<file path="src/rtl/channelizer2_rx.sv">
// Two-channel serial-to-parallel receiver: a packet is exactly two beats,
// channel 1 (sop) followed by channel 2 (eop). A complete pair is presented
// on out_data_1/out_data_2 with out_valid until the downstream takes it.
// Malformed framing is dropped, flagged with err_pulse and counted in a
// saturating err_count.
module channelizer2_rx (
    input  logic        clk,
    input  logic        reset_n,
    input  logic [23:0] in_data,
    input  logic        in_valid,
    input  logic        in_sop,
    input  logic        in_eop,
    output logic        in_ready,
    output logic [23:0] out_data_1,
    output logic [23:0] out_data_2,
    output logic        out_valid,
    input  logic        out_ready,
    output logic        err_pulse,
    output logic [7:0]  err_count
);

    typedef enum logic [1:0] {
        IDLE    = 2'd0,
        GOT1    = 2'd1,
        HOLD    = 2'd2,
        DISCARD = 2'd3
    } state_t;

    state_t      r_state;
    state_t      w_nextState;
    logic [23:0] r_ch1;
    logic [23:0] r_out1;
    logic [23:0] r_out2;
    logic        r_errPulse;
    logic [7:0]  r_errCount;
    logic        w_ready;
    logic        w_accept;
    logic        w_loadCh1;
    logic        w_loadOut;
    logic        w_err;

    // A beat only counts when the source offers it and we can take it.
    assign w_accept = in_valid && w_ready;

    // State register; reset abandons any partially assembled pair.
    always_ff @(posedge clk) begin
        if (!reset_n)
            r_state <= IDLE;
        else
            r_state <= w_nextState;
    end

    // Next-state decode from the framing bits of each accepted beat.
    always_comb begin
        w_nextState = r_state;
        case (r_state)
            IDLE: begin
                if (w_accept) begin
                    if (in_sop && !in_eop)
                        w_nextState = GOT1;
                    else if (!in_sop && !in_eop)
                        w_nextState = DISCARD;
                    else
                        w_nextState = IDLE;
                end
            end
            GOT1: begin
                if (w_accept) begin
                    case ({in_sop, in_eop})
                        2'b01:   w_nextState = HOLD;
                        2'b10:   w_nextState = GOT1;
                        2'b11:   w_nextState = IDLE;
                        default: w_nextState = DISCARD;
                    endcase
                end
            end
            HOLD: begin
                if (out_ready)
                    w_nextState = IDLE;
            end
            DISCARD: begin
                if (w_accept) begin
                    case ({in_sop, in_eop})
                        2'b01:   w_nextState = IDLE;
                        2'b10:   w_nextState = GOT1;
                        2'b11:   w_nextState = IDLE;
                        default: w_nextState = DISCARD;
                    endcase
                end
            end
            default: w_nextState = IDLE;
        endcase
    end

    // Handshake outputs plus datapath strobes and the per-beat error flag.
    always_comb begin
        w_ready   = reset_n && (r_state != HOLD);
        out_valid = (r_state == HOLD);
        w_loadCh1 = 1'b0;
        w_loadOut = 1'b0;
        w_err     = 1'b0;
        if (w_accept) begin
            case (r_state)
                IDLE: begin
                    if (in_sop && !in_eop)
                        w_loadCh1 = 1'b1;
                    else
                        w_err = 1'b1;
                end
                GOT1: begin
                    case ({in_sop, in_eop})
                        2'b01:   w_loadOut = 1'b1;
                        2'b10: begin
                            w_loadCh1 = 1'b1;
                            w_err     = 1'b1;
                        end
                        default: w_err = 1'b1;
                    endcase
                end
                DISCARD: begin
                    if (in_sop && !in_eop)
                        w_loadCh1 = 1'b1;
                end
                default: begin
                    w_loadCh1 = 1'b0;
                end
            endcase
        end
    end

    assign in_ready = w_ready;

    // Channel-1 holding register and the output pair, which only moves
    // when a complete packet finishes.
    always_ff @(posedge clk) begin
        if (!reset_n) begin
            r_ch1  <= '0;
            r_out1 <= '0;
            r_out2 <= '0;
        end else begin
            if (w_loadCh1)
                r_ch1 <= in_data;
            if (w_loadOut) begin
                r_out1 <= r_ch1;
                r_out2 <= in_data;
            end
        end
    end

    // One-cycle error pulse and saturating error counter.
    always_ff @(posedge clk) begin
        if (!reset_n) begin
            r_errPulse <= 1'b0;
            r_errCount <= '0;
        end else begin
            r_errPulse <= w_err;
            if (w_err && (r_errCount != 8'hFF))
                r_errCount <= r_errCount + 8'd1;
        end
    end

    assign out_data_1 = r_out1;
    assign out_data_2 = r_out2;
    assign err_pulse  = r_errPulse;
    assign err_count  = r_errCount;

endmodule

</file>
<file path="config.mk">
export PLATFORM = sky130hd
export DESIGN_NAME = channelizer2_rx
export DESIGN_NICKNAME = d
export VERILOG_FILES = /design/src/rtl/channelizer2_rx.sv
export SDC_FILE = /design/constraint.sdc
export NUM_CORES = 1
export LEC_CHECK = 0
export CORE_MARGIN = 2
export CORE_UTILIZATION = 40
export CTS_CLUSTER_DIAMETER = 60
export DETAILED_ROUTE_END_ITERATION = 16
export PLACE_DENSITY = 0.7
export REMOVE_ABC_BUFFERS = 1
export SLEW_MARGIN = 0
export SYNTH_ARGS = -nofsm -noshare
export SYNTH_HDL_FRONTEND = slang
export SYNTH_SLANG_ARGS = --single-unit
</file>
<file path="constraint.sdc">
create_clock -name clk -period 1.9 [get_ports clk]
set_input_delay 0.285 -clock clk [delete_from_list [all_inputs] [get_ports clk]]
set_output_delay 0.285 -clock clk [all_outputs]
set_load 0.01 [all_outputs]
</file>
==> run_results.csv <==
group,metric,value,unit
critical_path,crit_fanout,10,
critical_path,crit_path_end_kind,"flip-flop",
timing,max_freq,552.9,MHz
critical_path,worstPathRequired,2100,ps
placement,hpwl,4736,microns
timing,fin_worst_skew,13.42,ps
cells_and_area,nets,495,
routing,post_drt_wl_per_cell,12.52,microns
floorplanning,die_x,93.51,microns
synthesis,yosysWarnings,0,
clock_network,clk_latency,340,ps
floorplanning,coreArea,7727,sq um
routing,post-route-drc-count,0,
routing,first_iter_violations,77,
routing,wl_met2,3529,microns
timing,finalSetupViolCount,0,
routing,drt-met1-wl,3152,microns
routing,met3_wirelength,301,microns
synthesis,netlist-cell-type-count,34,
routing,highest_layer,"met4",
timing,period_needed,1809,ps
clock_network,clockRootBuffer,"clkbuf_8",
hold_path,hp-class,"reg2reg",
synthesis,synth_edf_count,0,
outcome,outcome,"complete, no violations",
critical_path,arrival,2000,ps
floorplanning,dieArea,8743,sq um
synthesis,syn-instance-count,363,
routing,avgViaCountPerCell,4.779,
synthesis,syn_area,3204,sq um
floorplanning,io_pins,89,
global_routing,grt_usage,17.03,%
routing,num_vias,2700,
clock_network,numCtsBuffers,9,
floorplanning,row_count,32,
synthesis,synthTopCellsByCount,"105 x nand2_1, 83 x dfxtp_1, 51 x a21oi_1",
pwr,power-per-cell-area,768.6,nW/um^2
synthesis,ys_ff_latch,83,
clock_network,htree_levels,3,
synthesis,synth_area_per_cell,8.827,sq um
placement,place_area,4243,sq um
timing,finalHoldViolCount,0,
synthesis,synthTopCellsByArea,"dfxtp_1 52%, nand2_1 12%, mux2i_1 8.4%",
routing,postRouteAntennaNets,0,
global_routing,grt_start_max_net_pins,79,
synthesis,yosysMostFrequentCell,"nand2_1",
clock_network,clk_path_buf_depth,2,
placement,globalplace.congestion,0.7898,
placement,numPortBuffers,88,
global_routing,grt_first_pass_wirelength,11990,microns
pwr,total_power,3.475,mW
timing,fin_ws,91.25,ps
timing,slew_viol_final,0,
timing,worst_slew_pin_slew,814.7,ps
cells_and_area,layout-drive-gt1-share,9.935,%
pwr,ir_drop,501.1,uV
synthesis,synth_top_area_share,51.85,%
timing,timing.setup.tns,0,ps
routing,drt_pre_antenna_iters,4,
synthesis,synth_ff_type,"dfxtp_1",
cells_and_area,fin_area,4522,sq um
cells_and_area,area_growth,41.12,%
floorplanning,start_util,41.47,%
clock_network,clkSinkCount,83,
clock_network,clk_pin_slew,80,ps
synthesis,async_flop_share,0,%
timing,whs,448.9,ps
critical_path,startpoint_type,"flip-flop",
critical_path,path_class,"reg2reg",
placement,place_ws,-9.652,ps
clock_network,cts_tree,"yes",
cells_and_area,antenna_cells,0,
run,max_cap_violations,0,
routing,wirelength,7076,microns
timing,rsz0062_at_grt,"yes",
timing,finalCritPeriodShare,95.20,%
global_routing,antenna_found_initial,0,
floorplanning,die_h,93.51,microns
global_routing,grt_pass1_vias,2669,
synthesis,yosysSeqAreaShare,51.85,%
timing,max_slew_margin,45.69,%
global_routing,grt_overflow,0,
pwr,leakagePower,1.575,nW
synthesis,yosys.area.top_type,"dfxtp_1",
## repair_timing
action	CTS	global route
hold buffers	0	0
endpoints found under the setup margin	2	33
cloned	0	1
pin swaps	0	2
buffers inserted	0	2
resized for setup	1	4
## report_power, final
part | internal, mW | switching [mW]
logic | 0.151 | 0.140
registers | 1.76 | 0.0159
clock network | 0.806 | 0.600
total | 2.72 | 0.756
## cell families (layout without fill, tap and decap cells)
kind of cell    count (synthesis)  in the layout  share of synthesized area (%)
compound gates                 58             58                          10.04
xor+xnor                        1              1                         0.2734
fa+ha+maj                       6              6                          2.343
buf+inv                        26            126                          4.959
flops                          83             83                          51.85
mux                            27             27                          8.434
simple gates                  162            162                          22.10
## stage by stage
| step | instances | util (%) |
|---|---|---|
| finish | 565 | 58.52 |
| global route | 565 | 58.52 |
| CTS | 562 | 57.85 |
| detailed placement | 547 | 54.91 |
| global placement | 547 | 54.91 |
| floorplan | 342 | - |
## cell usage in the layout, fill, tap and decap left out, types with 2 or more instances in the layout
cell type        netlist  routed
a21oi_1               51      49
a21oi_2                0       2
and3_1                 2       2
buf_12                 2       4
buf_4                  2      13
bufinv_16              0       2
clkbuf_8               0      11
clkdlybuf4s50_1        0      87
dfxtp_1               83      82
ha_1                   6       5
inv_1                  4       4
mux2i_1               27      27
nand2_1              105     105
nand2b_1               2       2
nand3_1                2       2
nand4_1                4       4
nor2_1                32      32
nor2b_1                2       2
nor3_1                 5       5
or3_1                  2       2
## registers in the layout, indices dropped and copies added (netlist names)
| signal | cells |
|---|---|
| err_count | 8 |
| err_pulse | 1 |
| out_data_1 | 24 |
| out_data_2 | 24 |
| r_ch1 | 24 |
| r_state | 2 |
## routing by layer
metal / track usage, % / vias to the layer above
met5: 0 / -
met4: 6.985 / 0
met3: 3.465 / 7
met2: 29.98 / 55
met1: 20.12 / 1253
li1: - / 1385
## layout make-up
cell class	instances	area, sq um
Fill cell	698	3206
Clock inverter	4	73.82
Tap cell	102	127.6
Inverter	5	18.77
Clock buffer	11	151.4
Timing Repair Buffer	106	1086
Multi-Input combinational cell	254	1401
Sequential cell	83	1663
## critical path, cell delays in order, from the launching register on
cell and delay (ps):
dfxtp_1 380, inv_1 90, ha_1 270, nor2b_1 150, nor3b_4 210, buf_4 170
buf_12 140, mux2i_1 210, nor2_1 50
## final timing paths
kind / startpoint / end / slack [ps] / cells after the start
max: r_state[1] / r_ch1[13] / 90 / 8
min: r_ch1[7] / out_data_1[7] / 450 / 2
max reg2reg: r_state[1] / r_ch1[13] / 90 / 8
min reg2reg: r_ch1[7] / out_data_1[7] / 450 / 2
(Power assumes the default switching activity.)
